**config.mk**
```make
export PLATFORM = sky130hd
export DESIGN_NAME = st7789_spi_sink
export DESIGN_NICKNAME = d
export VERILOG_FILES = /design/src/rtl/st7789_spi_sink.sv
export SDC_FILE = /design/constraint.sdc
export NUM_CORES = 1
export LEC_CHECK = 0
export ABC_AREA = 1
export CELL_PAD_IN_SITES_DETAIL_PLACEMENT = 1
export CELL_PAD_IN_SITES_GLOBAL_PLACEMENT = 2
export CORE_AREA = 3 3 128 130
export DETAILED_ROUTE_END_ITERATION = 12
export DIE_AREA = 0 0 131 133
export PLACE_DENSITY_LB_ADDON = 0.1
export SYNTH_ARGS = -nofsm -noshare
export SYNTH_HDL_FRONTEND = slang
export SYNTH_SLANG_ARGS = --single-unit
```
**constraint.sdc**
```tcl
create_clock -name clk -period 4.1 [get_ports clk]
set_input_delay 0.41 -clock clk [delete_from_list [all_inputs] [get_ports clk]]
set_output_delay 0.41 -clock clk [all_outputs]
set_load 0.005 [all_outputs]
```
**src/rtl/st7789_spi_sink.sv**
```systemverilog
// ST7789 4-wire SPI sink: oversamples the bus, assembles bytes and decodes
// CASET/RASET/RAMWR into addressed RGB565 pixel writes.
module st7789_spi_sink #(
  parameter int c_x_bits     = 8,
  parameter int c_y_bits     = 8,
  parameter int c_color_bits = 16
) (
  input  logic                    clk,
  input  logic                    reset,
  input  logic                    spi_clk,
  input  logic                    spi_mosi,
  input  logic                    spi_dc,
  input  logic                    spi_resn,
  output logic                    byte_valid,
  output logic [7:0]              byte_data,
  output logic                    byte_dc,
  output logic                    pixel_valid,
  output logic [c_x_bits-1:0]     pixel_x,
  output logic [c_y_bits-1:0]     pixel_y,
  output logic [c_color_bits-1:0] pixel_color
);

  if (c_color_bits != 16) begin : g_bad_color
    $error("st7789_spi_sink: c_color_bits must be 16 (RGB565)");
  end

  typedef enum logic [1:0] {S_IDLE, S_CASET, S_RASET, S_RAMWR} state_t;

  logic [1:0] r_sclk, r_smosi, r_sdc, r_sresn;
  logic       r_sclk_d;
  logic       w_rst;

  // Synchronisers run through display reset so no false edge appears on release.
  always_ff @(posedge clk) begin
    if (reset) begin
      r_sclk   <= 2'b11;
      r_sclk_d <= 1'b1;
      r_smosi  <= 2'b00;
      r_sdc    <= 2'b00;
      r_sresn  <= 2'b11;
    end else begin
      r_sclk   <= {r_sclk[0], spi_clk};
      r_sclk_d <= r_sclk[1];
      r_smosi  <= {r_smosi[0], spi_mosi};
      r_sdc    <= {r_sdc[0], spi_dc};
      r_sresn  <= {r_sresn[0], spi_resn};
    end
  end

  assign w_rst = reset | ~r_sresn[1];

  logic       r_rise, r_mosi_d, r_dc_d;
  logic [6:0] r_sr;
  logic [2:0] r_bcnt;

  always_ff @(posedge clk) begin
    if (w_rst) begin
      r_rise     <= 1'b0;
      r_mosi_d   <= 1'b0;
      r_dc_d     <= 1'b0;
      r_sr       <= '0;
      r_bcnt     <= '0;
      byte_valid <= 1'b0;
      byte_data  <= '0;
      byte_dc    <= 1'b0;
    end else begin
      r_rise     <= r_sclk[1] & ~r_sclk_d;
      r_mosi_d   <= r_smosi[1];
      r_dc_d     <= r_sdc[1];
      byte_valid <= 1'b0;
      if (r_rise) begin
        r_sr   <= {r_sr[5:0], r_mosi_d};
        r_bcnt <= r_bcnt + 3'd1;
        if (r_bcnt == 3'd7) begin
          byte_valid <= 1'b1;
          byte_data  <= {r_sr, r_mosi_d};
          byte_dc    <= r_dc_d;
        end
      end
    end
  end

  state_t              r_state, w_state_nxt;
  logic [1:0]          r_pidx;
  logic [7:0]          r_phi;
  logic [15:0]         r_pstart;
  logic [7:0]          r_hi;
  logic                r_hi_vld;
  logic [c_x_bits-1:0] r_xs, r_xe, r_x;
  logic [c_y_bits-1:0] r_ys, r_ye, r_y;

  always_ff @(posedge clk) begin
    if (w_rst) r_state <= S_IDLE;
    else       r_state <= w_state_nxt;
  end

  always_comb begin
    w_state_nxt = r_state;
    if (byte_valid) begin
      if (!byte_dc) begin
        case (byte_data)
          8'h2A:   w_state_nxt = S_CASET;
          8'h2B:   w_state_nxt = S_RASET;
          8'h2C:   w_state_nxt = S_RAMWR;
          default: w_state_nxt = S_IDLE;
        endcase
      end else if ((r_state == S_CASET || r_state == S_RASET) && r_pidx == 2'd3) begin
        w_state_nxt = S_IDLE;
      end
    end
  end

  always_ff @(posedge clk) begin
    if (w_rst) begin
      r_pidx      <= '0;
      r_phi       <= '0;
      r_pstart    <= '0;
      r_hi        <= '0;
      r_hi_vld    <= 1'b0;
      r_xs        <= '0;
      r_xe        <= '1;
      r_ys        <= '0;
      r_ye        <= '1;
      r_x         <= '0;
      r_y         <= '0;
      pixel_valid <= 1'b0;
      pixel_x     <= '0;
      pixel_y     <= '0;
      pixel_color <= '0;
    end else begin
      pixel_valid <= 1'b0;
      if (byte_valid) begin
        if (!byte_dc) begin
          // Any command drops partial parameters and a pending colour high byte.
          r_pidx   <= '0;
          r_hi_vld <= 1'b0;
          if (byte_data == 8'h2C) begin
            r_x <= r_xs;
            r_y <= r_ys;
          end
        end else begin
          case (r_state)
            S_CASET, S_RASET: begin
              r_pidx <= r_pidx + 2'd1;
              r_phi  <= byte_data;
              if (r_pidx == 2'd1) r_pstart <= {r_phi, byte_data};
              if (r_pidx == 2'd3) begin
                if (r_state == S_CASET) begin
                  r_xs <= c_x_bits'(r_pstart);
                  r_xe <= c_x_bits'({r_phi, byte_data});
                end else begin
                  r_ys <= c_y_bits'(r_pstart);
                  r_ye <= c_y_bits'({r_phi, byte_data});
                end
              end
            end
            S_RAMWR: begin
              if (!r_hi_vld) begin
                r_hi     <= byte_data;
                r_hi_vld <= 1'b1;
              end else begin
                r_hi_vld    <= 1'b0;
                pixel_valid <= 1'b1;
                pixel_x     <= r_x;
                pixel_y     <= r_y;
                pixel_color <= {r_hi, byte_data};
                // Plain increment wraps through all ones when xs > xe.
                if (r_x == r_xe) begin
                  r_x <= r_xs;
                  r_y <= (r_y == r_ye) ? r_ys : r_y + c_y_bits'(1);
                end else begin
                  r_x <= r_x + c_x_bits'(1);
                end
              end
            end
            default: ;
          endcase
        end
      end
    end
  end

endmodule
```
==> flow_summary.ini, run 1 <==
[synthesis]
synth-seq-cells = 134
avgSynthCellArea_um2 = 7.77
synth_top_area_share_pct = 50.3
synth-compound-area-share_pct = 17.6
yosysTopAreaCell = dfxtp_1
yosys_warnings = 0
synth-simple-area-share_pct = 20.6
synthAdderAreaFrac_pct = 1.88
synth_top_family_by_area = simple AND/OR/NAND/NOR gates
synth.area.mux_share_pct = 0
seq_area_frac_synth_pct = 50.3
ys_types = 34
synth-xor-area-share_pct = 2.30
syn-num-nets = 700
synthCells = 686
synth_area_leaders = dfxtp_1 (50%), nand2_1 (8.7%), o21ai_0 (7.3%), nor2_1 (6.2%), a21oi_1 (6.0%)
syn-cell-area_um2 = 5330

[sta]
fin_skew_ps = 5.92
maxSlewViolCount = 0
fmax_ghz = 0.402
finalSetupViolations = 0
post-route-period-util_pct = 60.7
fin_tns_setup_ps = 0
relSlewSlack_pct = 45.9
finalHoldViolCount = 0
worstMarginPinSlew_ps = 807
hold_ws_ps = 400
grt_setup_unrepaired = no
layout_min_cycle_time_ps = 2490

[final_layout]
drive_gt1_share_pct = 8.49
fill_cells = 1831
antenna_cells = 0
area_delta_synth_final_pct = 23.3
finalNetCount = 743

[flow_run]
max_cap_violations = 0

[die]
fp.dieW_um = 131
pin_count = 49
start_util_pct = 34.9
coreArea_um2 = 15300
die_h_um = 133
row_count = 45
fp.dieArea_um2 = 17400

[clock_tree]
cts_root_buf = clkbuf_16
cts_setup_buffers = 0
cts_tree = done
cts_buffer_depth = 2
cts.clk_slew.worst_paths_ps = 60
cts_hold_buf = 0
cts_made_buffers = 17
clkSinkCount = 134
cts_resized = 0
htreeDepth = 4
insertion_delay_ps = 420

[route]
vias = 4554
first_pass_iters = 4
drc_errors = 0
drtIter0Drc = 321
antenna_left = 0
wirelength_mm = 15.1
routedWlPerCell_um = 15.8
viasPerCell = 4.78

[worst_setup_path]
required_ps = 4450
start_kind = input pin
end_kind = register
reg2reg_depth = 5
critPathMaxFanout = 45
arrival_ps = 2840
crit_type = input pin to register

[power]
ir_worst_vdd_uv = 329
power.density_nw_per_um2 = 434
p_total_mw = 2.85
p_leak_nw = 2.66

[grt]
grt_max_degree = 46
antenna_found_initial = 0
overflow = 0
grt_pass1_wl_mm = 24.8
grtUsageTotal_pct = 18.4
grt_pass1_vias = 4716

[placed_design]
io_buffer_count = 48
gp_congestion = 0.775
dp_hpwl_mm = 10.4

[hold_path]
hold_class = register to register
holdPathStages = 1

[status]
status = finished, final reports clean
critical path: stages:
cell,delay (ps)
clkdlybuf4s50_1,540
inv_1,140
nand2_2,330
inv_2,670
buf_4,410
o21ai_0,150
a21oi_1,150
final timing paths:
check	startpoint	end	slack, ps
worst min-delay path	r_sclk_d	r_rise	400
worst max-delay path	reset	r_hi[2]	1610
worst min register to register	r_sclk_d	r_rise	400
worst max register to register	r_sresn[1]	r_hi[2]	1970
kinds of logic after synthesis:
| group | Yosys count |
|---|---|
| xor+xnor | 14 |
| compound gates | 172 |
| fa+ha+maj | 8 |
| simple gates | 261 |
| flops | 134 |
| buf+inv | 97 |
metal layers:
layer	global-route usage [%]	up-vias	share of wire, %
met5	0	-	0
met3	5.21	14	2.3
met1	24.5	2184	49
met4	6.06	0	1.5
met2	28.6	38	48
li1	-	2318	-
synthesized netlist by cell type (all sizes together):
master / count
dfxtp: 134
nand2: 128
nor2: 92
o21ai: 85
a21oi: 65
inv: 65
nand3: 20
clkbuf: 16
o211ai: 16
buf: 15
nor3: 11
ha: 8
xnor2: 8
xor2: 6
o31ai: 5
or2: 4
nand3b: 2
nand4: 2
a31oi: 1
and2: 1
clkinv: 1
nor4: 1
area by class of cell:
cell class / instances / area, um^2 / share of cell area (%)
inverter: 66 / 248 / 3.77
clock inverter: 12 / 129 / 1.96
multi-input combinational: 455 / 2260 / 34.4
timing repair buffer: 55 / 533 / 8.11
sequential: 134 / 2680 / 40.8
clock buffer: 20 / 457 / 6.95
tap: 211 / 264 / 4.02
flip-flops by register name, summed over array words and instances (netlist names), 3 cells and up:
| name | flops |
|---|---|
| pixel_x | 8 |
| pixel_color | 16 |
| r_ye | 8 |
| r_xe | 8 |
| r_sr | 7 |
| r_x | 8 |
| pixel_y | 8 |
| byte_data | 8 |
| r_hi | 8 |
| r_y | 8 |
| r_bcnt | 3 |
| r_ys | 8 |
| r_pstart | 8 |
| r_xs | 8 |
power by group:
group	internal, mW	total, mW	switching [mW]
Clock	0.923	1.50	0.576
Combinational	0.0125	0.0419	0.0294
Sequential	1.31	1.31	0.00196
Total	2.24	2.85	0.608
metrics by stage:
step	setup slack (ps)	instance area [um^2]	util [%]	instances
after global placement	1240	5990	39.2	921
after floorplan	2460	5330	-	686
after CTS	1560	6570	43.1	953
after detailed placement	1140	5990	39.2	921
final	1610	6570	43.1	953
after global routing	1310	6570	43.1	953
cells in the final DEF, fill, tap and decap left out, drive strengths merged, types with 4 or more instances in the layout:
cell / synthesis / routed
xnor2: 8 / 8
nand2: 128 / 128
a21oi: 65 / 65
clkinvlp: 0 / 6
dfxtp: 134 / 134
o211ai: 16 / 16
nor2: 92 / 92
nand3: 20 / 20
or2: 4 / 4
nor3: 11 / 11
inv: 65 / 65
o21ai: 85 / 85
o31ai: 5 / 5
ha: 8 / 8
clkbuf: 16 / 20
clkdlybuf4s50: 0 / 48
clkinv: 1 / 5
buf: 15 / 7
xor2: 6 / 6
Power figures use the tool's default switching activity.
==> run 2: changes to the inputs <==
CORE_AREA = 3 3 138 140   (was 3 3 128 130)
DIE_AREA = 0 0 141 143   (was 0 0 131 133)
clock period = 2.05 ns   (was 4.1 ns; I/O delays follow)
==> run 2 against run 1 <==
Via count increased by 2.5%. Highest routed layer unchanged. Largest power group unchanged. Clock skew up 3.0 ps. Critical endpoint is now r_y[1]. Critical path type is now register to register. Cell count grew 3.8%. Sequential cell count did not move. Worst setup slack got worse by 1400 ps. Die area is 16% higher.
==> flow_summary.ini, run 2 (synthesized netlist as in run 1, its figures left out) <==
[sta]
fmax_ghz = 0.551
maxSlewViolCount = 0
hold_ws_ps = 305
fin_ws_ps = 236
fin_tns_setup_ps = 0
finalSetupViolations = 0
post-route-period-util_pct = 88.5
layout_min_cycle_time_ps = 1810
worstMarginPinSlew_ps = 449
fin_skew_ps = 8.91
relSlewSlack_pct = 69.9
finalHoldViolCount = 0

[final_layout]
area_delta_synth_final_pct = 27.5
largest-register = pixel_color
antenna_cells = 0
fill_cells = 2153
multi_input_area_um2 = 2280
ff_latch_area_um2 = 2680
drive_gt1_share_pct = 10.9
finalInstanceArea_um2 = 6790
mostFrequentLayoutCell = dfxtp_1
largest_reg_flops = 16
final_cell_mix = dfxtp_1 (134), nand2_1 (123), nor2_1 (88)
finalNetCount = 761

[worst_setup_path]
crit_type = register to register
end_kind = register
startpoint = byte_data[4]
max_stage_delay_ps = 410
worst-path-buf-inv = 2
crit_chain = inv_2 > nand2_1 > nor2_1 > nand2_1 > nor2_4 > nor2_4 > buf_12 > a21oi_4 > nand2_1 > nor2_1 > nor2_1
critPathMaxFanout = 9
start_kind = register
worstReg2RegStart = byte_data[4]
path_delay_family = simple AND/OR/NAND/NOR gates
required_ps = 2360
r2r_end = r_y[1]
arrival_ps = 2130
reg2reg_depth = 11
r2r_setup_slack_ps = 240
crit_slowest_cell = dfxtp_1

[grt]
antenna_found_initial = 0
grt_pass1_wl_mm = 26.0
grtUsageTotal_pct = 16.5
grt_pass1_vias = 4898
grt_max_degree = 51
overflow = 0

[placed_design]
pre_cts_slack_ps = 94.6
gp_congestion = 0.821
io_buffer_count = 48
dp_hpwl_mm = 11.3
placed_cell_area_um2 = 6140

[route]
routedWlPerCell_um = 16.1
viasPerCell = 4.72
vias = 4666
wirelength_mm = 15.9
drc_errors = 0
drtIter0Drc = 189
antenna_left = 0
first_pass_iters = 5

[die]
pin_count = 49
fp.dieW_um = 141
die_h_um = 143
start_util_pct = 29.7
row_count = 49
fp.dieArea_um2 = 20200
coreArea_um2 = 18000

[hold_path]
hold_start = spi_mosi
holdPathStages = 3
hold_path_end = r_smosi[0]
hold_class = input pin to register

[clock_tree]
cts_made_buffers = 17
cts_hold_buf = 0
cts_tree = done
cts_buffer_depth = 2
cts.clk_slew.worst_paths_ps = 60
insertion_delay_ps = 420
clkSinkCount = 134
htreeDepth = 4
cts_root_buf = clkbuf_16

[power]
p_leak_nw = 2.78
p_total_mw = 5.80
power.density_nw_per_um2 = 853
ir_worst_vdd_uv = 512

[status]
status = finished, final reports clean

[flow_run]
max_cap_violations = 0
[run 2: worst register-to-register path, cell delays in order (launching register included)]
cell and delay, ps:
dfxtp_1 410, inv_2 150, nand2_1 60, nor2_1 120, nand2_1 180, nor2_4 180
nor2_4 60, buf_12 140, a21oi_4 190, nand2_1 90, nor2_1 90, nor2_1 50
[run 2: worst max path at each step]
stage              end  cells after the start
5_1_grt         r_x[5]                     11
3_3_place_gp    r_y[1]                      9
3_5_place_dp    r_y[5]                      9
4_1_cts         r_y[5]                      9
2_1_floorplan  r_ye[2]                      7
6_report        r_y[1]                     11
[run 2: layout make-up]
class                      count  share of cell area [%]
clock inverter                13                    2.17
inverter                      66                    3.65
tap                          229                    4.22
multi-input combinational    456                    33.5
sequential                   134                    39.5
clock buffer                  19                    6.67
timing repair buffer          72                    10.3
[run 2: power by group]
| part | internal, mW | total (mW) | switching (mW) |
|---|---|---|---|
| combinational | 0.0364 | 0.0998 | 0.0634 |
| sequential | 2.61 | 2.62 | 0.00252 |
| clock | 1.87 | 3.08 | 1.21 |
[run 2: layer usage]
| metal | share of wire (%) | up-vias | GRT usage, % |
|---|---|---|---|
| met1 | 49 | 2226 | 21.9 |
| met4 | 1.4 | 0 | 5.25 |
| met3 | 3.4 | 16 | 4.45 |
| met5 | 0 | - | 0 |
| met2 | 47 | 69 | 26.4 |
| li1 | - | 2355 | - |
[run 2: what timing repair did]
item                                    4_1_cts  5_1_grt
endpoints found under the setup margin        0       11
gates resized for setup                       0        3
setup buffers                                 0        3
[run 2: per-stage QoR]
step                      cells  utilization (%)
after floorplan             686                -
after global placement      953             34.2
after detailed placement    953             34.2
after CTS                   985             37.5
after global routing        989             37.8
final                       989             37.8
